$ cat src/rtl/csel_add_pipe.sv
// Pipelined carry-select adder with valid/ready handshakes; latency PIPE+1 cycles, one beat per cycle.
// in_ready depends only on internal valids and out_ready, so a full pipe accepts while it emits.
module csel_add_pipe #(
  parameter int WIDTH = 16,
  parameter int BLOCK = 4,
  parameter int PIPE  = 1
) (
  input  logic             clk,
  input  logic             rst_n,
  input  logic             in_valid,
  output logic             in_ready,
  input  logic [WIDTH-1:0] a,
  input  logic [WIDTH-1:0] b,
  input  logic             cin,
  output logic             out_valid,
  input  logic             out_ready,
  output logic [WIDTH-1:0] sum,
  output logic             cout
);

  localparam int NB = WIDTH / BLOCK;

  typedef logic [NB-1:0][BLOCK:0] cand_t;

  cand_t pre0;
  cand_t pre1;
  cand_t sel0;
  cand_t sel1;
  logic  mid_vld;

  // Block 0 already folds cin in, so both candidates hold the same value and the
  // chain below can treat every block uniformly with a zero carry into block 0.
  always_comb begin
    pre0    = '0;
    pre1    = '0;
    pre0[0] = {1'b0, a[BLOCK-1:0]} + {1'b0, b[BLOCK-1:0]} + {{BLOCK{1'b0}}, cin};
    pre1[0] = pre0[0];
    for (int k = 1; k < NB; k++) begin
      pre0[k] = {1'b0, a[k*BLOCK +: BLOCK]} + {1'b0, b[k*BLOCK +: BLOCK]};
      pre1[k] = pre0[k] + {{BLOCK{1'b0}}, 1'b1};
    end
  end

  logic [WIDTH-1:0] sum_d;
  logic             cout_d;
  logic             chain_c;
  logic [BLOCK:0]   chain_blk;

  always_comb begin
    sum_d     = '0;
    chain_c   = 1'b0;
    chain_blk = '0;
    for (int k = 0; k < NB; k++) begin
      chain_blk                 = chain_c ? sel1[k] : sel0[k];
      sum_d[k*BLOCK +: BLOCK]   = chain_blk[BLOCK-1:0];
      chain_c                   = chain_blk[BLOCK];
    end
    cout_d = chain_c;
  end

  logic             ov_q;
  logic [WIDTH-1:0] sum_q;
  logic             cout_q;
  logic             out_load;

  assign out_load = !ov_q || out_ready;

  generate
    if (PIPE != 0) begin : g_pipe
      logic  v1_q;
      cand_t p0_q;
      cand_t p1_q;

      assign in_ready = !v1_q || out_load;
      assign sel0     = p0_q;
      assign sel1     = p1_q;
      assign mid_vld  = v1_q;

      always_ff @(posedge clk or negedge rst_n) begin
        if (!rst_n) begin
          v1_q <= 1'b0;
          p0_q <= '0;
          p1_q <= '0;
        end else begin
          if (in_ready) v1_q <= in_valid;
          if (in_valid && in_ready) begin
            p0_q <= pre0;
            p1_q <= pre1;
          end
        end
      end
    end else begin : g_flat
      assign in_ready = out_load;
      assign sel0     = pre0;
      assign sel1     = pre1;
      assign mid_vld  = in_valid;
    end
  endgenerate

  always_ff @(posedge clk or negedge rst_n) begin
    if (!rst_n) begin
      ov_q   <= 1'b0;
      sum_q  <= '0;
      cout_q <= 1'b0;
    end else begin
      if (out_load) ov_q <= mid_vld;
      if (out_load && mid_vld) begin
        sum_q  <= sum_d;
        cout_q <= cout_d;
      end
    end
  end

  assign out_valid = ov_q;
  assign sum       = sum_q;
  assign cout      = cout_q;

endmodule

$ cat config.mk
export PLATFORM = sky130hd
export DESIGN_NAME = csel_add_pipe
export DESIGN_NICKNAME = d
export VERILOG_FILES = /design/src/rtl/csel_add_pipe.sv
export SDC_FILE = /design/constraint.sdc
export NUM_CORES = 1
export LEC_CHECK = 0
export ABC_AREA = 1
export BUFFER_PORTS_ARGS = -buffer_cell sky130_fd_sc_hd__buf_4
export CAP_MARGIN = 20
export CORE_MARGIN = 10
export CORE_UTILIZATION = 51
export CTS_BUF_LIST = sky130_fd_sc_hd__clkbuf_4 sky130_fd_sc_hd__clkbuf_8
export DETAILED_ROUTE_END_ITERATION = 7
export MAX_ROUTING_LAYER = met4
export PLACE_DENSITY_LB_ADDON = 0.25
export SKIP_CTS_REPAIR_TIMING = 1
export SYNTH_ARGS = -nofsm -noshare
export SYNTH_HDL_FRONTEND = slang
export SYNTH_SLANG_ARGS = --single-unit
$ cat constraint.sdc
create_clock -name clk -period 1.8 [get_ports clk]
set_clock_uncertainty 0.05 [all_clocks]
set_input_delay 0.36 -clock clk [delete_from_list [all_inputs] [get_ports clk]]
set_output_delay 0.36 -clock clk [all_outputs]
set_load 0.01 [all_outputs]
==> results by group <==
Logic synthesis
  • Post-synth top area cell: dfrtp_1
  • Synthesized Nets: 433
  • Yosys cell types: 27
  • Synthesized netlist cell count: 373
  • Number of enable flip-flop cells after synthesis: 0
  • Yosys reg bits: 54
  • YS warnings: 0
  • Cell Area, Synth: 3000 sq um
  • Synth cell count leaders: 119 x nand2_1, 54 x dfrtp_1, 45 x inv_1
  • Sequential share of the synthesized area: 45.04%
  • Most frequent cell after synthesis: nand2_1
  • Post-synth top area share: 45.04%
  • Post-synth top flop: dfrtp_1
  • Synth async-reset ratio: 100.0%
  • Synth area leaders: dfrtp_1 45%, nand2_1 15%, ha_1 7.5%, inv_1 5.6%, nand3_1 5.5%
  • Syn_area_per_cell: 8.044 sq um

Global routing
  • Total GRT Usage: 13.78%
  • Initial antenna violation count: 0
  • Overflow after GRT: 0
  • First-pass GRT wire length: 10,910 um
  • Largest net degree at the start of global routing: 55
  • Vias in the first global route: 2,425

Pwr
  • Leak: 1.946 nW
  • Switching Fraction: 34.58%
  • PwrDens: 1029 nW/um^2
  • Max VDD drop: 0.6036 mV
  • Clock network fraction of design power: 16.9%
  • Combinational power share: 36.9%
  • Internal power: 2.427 mW
  • P_sw: 1.283 mW
  • Seq pwr share: 46.2%

Final layout
  • Diode count: 0
  • Non-Filler Instances: 505
  • Share of post-route cells with drive strength above 1: 18.71%
  • Final Util: 64.28%
  • Register area: 1351 sq um
  • Fill count: 523
  • Area Growth Syn to Fin: 20.14%
  • Nets@finish: 493
  • Multi-input gate area: 1416 sq um

Timing
  • Final Cycle Share: 93.71%
  • Max-slew violations: 0
  • Final hold vios: 0
  • Worst setup margin: 113.3 ps
  • Setup violations, final: 0
  • Slew headroom: 56.45%
  • Least-Margin Pin Slew: 653.2 ps
  • Worst hold margin: 30.12 ps
  • RSZ-0062 raised after global routing: yes
  • Crit path time final: 1687 ps
  • Highest clock rate: 592.9 MHz
  • Setup TNS: 0 ps

Placed design
  • Pre-CTS setup slack: -218.1 ps
  • Final RePlAce weighted congestion: 0.8136
  • IO Port Bufs: 55
  • DP HPWL: 4902 um
  • Placed cell count: 498

Worst setup path
  • Crit path launch type: primary input
  • Crit path from: a[8]
  • Worst EP arrival: 1830 ps
  • RR Startpoint: g_pipe.p0_q[4]
  • Crit Path Max Fanout: 2
  • Crit. End Element: flop
  • Path type of the worst setup path: in2reg
  • CP Data Required Time: 1940 ps

Clock network
  • Num CTS Buffers: 5
  • CTS tree: yes
  • Clock transition at the registers of the reported paths: 80 ps
  • Clock latency on the worst-skew pair: 300 ps
  • Clk root buf: clkbuf_8
  • H-tree levels: 2
  • Clk sinks: 54
  • CTS Buffer Depth: 2

Detailed routing
  • Wire per inst: 12.14 um
  • Vias per inst: 4.956
  • Detailed Route WL: 6131 um
  • ANT nets after route: 0
  • Initial DRC Count: 107
  • Drt pass-1 iters: 4
  • DRC Markers: 0
  • Vias: 2,503

Die
  • I/O pin count: 56
  • Core area: 5608 sq um
  • Die Ht: 96.70 um
  • Die Footprint: 9351 sq um
  • Initial Util: 53.50%
  • Die width: 96.70 um
  • Rows: 27

Job
  • Maxcap violations: 0

Min path
  • Hold crit path type: in2async

Run status
  • Status: finished clean
-- critical path, stage by stage --
cell and delay, ps:
buf_4 110, ha_1 200, inv_1 70, fa_1 420, inv_1 90, ha_1 160, inv_1 50, nor2_2 100
nand3_1 110, nand3b_1 90, nand2_1 60
-- per-stage QoR --
stage / instance area (sq um) / power (mW)
after global placement: 3521 / 3.086
after floorplan: 3000 / 2.546
final: 3605 / 3.710
after CTS: 3600 / 3.759
after detailed placement: 3521 / 3.133
after global routing: 3605 / 4.037
-- sequential cells by signal (all words and copies together) (netlist names) --
signal,count
cout,1
g_pipe.p0_q,20
g_pipe.p1_q,15
g_pipe.v1_q,1
out_valid,1
sum,16
-- final cells by class --
class | count | area share [%]
Multi-Input combinational cell | 260 | 39.29
Clock buffer | 5 | 1.909
Timing Repair Buffer | 62 | 13.26
Clock inverter | 2 | 0.2777
Sequential cell | 54 | 37.49
Inverter | 50 | 5.276
Tap cell | 72 | 2.499
-- worst paths after layout --
path | end | slack (ps) | depth (start not counted)
setup / recovery | g_pipe.p1_q[14] | 110 | 11
hold / removal | g_pipe.p0_q[11] | 30 | 1
setup reg to reg | sum[12] | 400 | 8
hold reg to reg | sum[0] | 440 | 2
max in group asynchronous | g_pipe.p1_q[14] | 1230 | 1
min in group clk | out_valid | 270 | 4
-- cells by family (layout without fill, tap and decap cells) --
family / count (synthesis) / in the layout / share of synthesized area, %
adder cells (fa/ha/maj): 23 / 23 / 10.84
AND/OR/NAND/NOR: 186 / 186 / 26.11
XOR/XNOR: 1 / 1 / 0.2920
flip-flops: 54 / 54 / 45.04
multiplexers: 1 / 1 / 0.3753
buffers and inverters: 59 / 119 / 7.923
AO/OA/AOI/OAI: 49 / 49 / 9.424
-- layout by cell type (no fill, tap or decap), types with 3 or more instances in the layout --
| master | Yosys | routed |
|---|---|---|
| a21oi_1 | 7 | 7 |
| a31oi_1 | 5 | 5 |
| buf_4 | 1 | 61 |
| clkbuf_8 | 0 | 5 |
| dfrtp_1 | 54 | 54 |
| fa_1 | 5 | 5 |
| ha_1 | 18 | 18 |
| inv_1 | 45 | 45 |
| inv_2 | 4 | 4 |
| nand2_1 | 119 | 119 |
| nand2_4 | 3 | 3 |
| nand3_1 | 33 | 33 |
| nand3b_1 | 4 | 4 |
| nor2_1 | 24 | 22 |
| o21a_1 | 3 | 3 |
| o21ai_0 | 6 | 6 |
| o21ai_1 | 22 | 22 |
-- power by group through the flow --
| stage | clock [mW] | combinational [mW] | sequential, mW |
|---|---|---|---|
| floorplan | 0 | 0.749 | 1.80 |
| global placement | 0 | 1.35 | 1.73 |
| detailed placement | 0 | 1.39 | 1.74 |
| CTS | 0.645 | 1.39 | 1.72 |
| global route | 0.709 | 1.56 | 1.77 |
| finish | 0.626 | 1.37 | 1.72 |
-- per-layer routing --
metal  vias to the layer above  wire length (um)  global-route usage (%)
met4                         0                50                   4.735
met5                         -                 0                       -
li1                       1309                 -                       -
met3                         2               277                   2.484
met1                      1124              3069                   18.04
met2                        68              2734                   20.91
(Power assumes the default switching activity.)
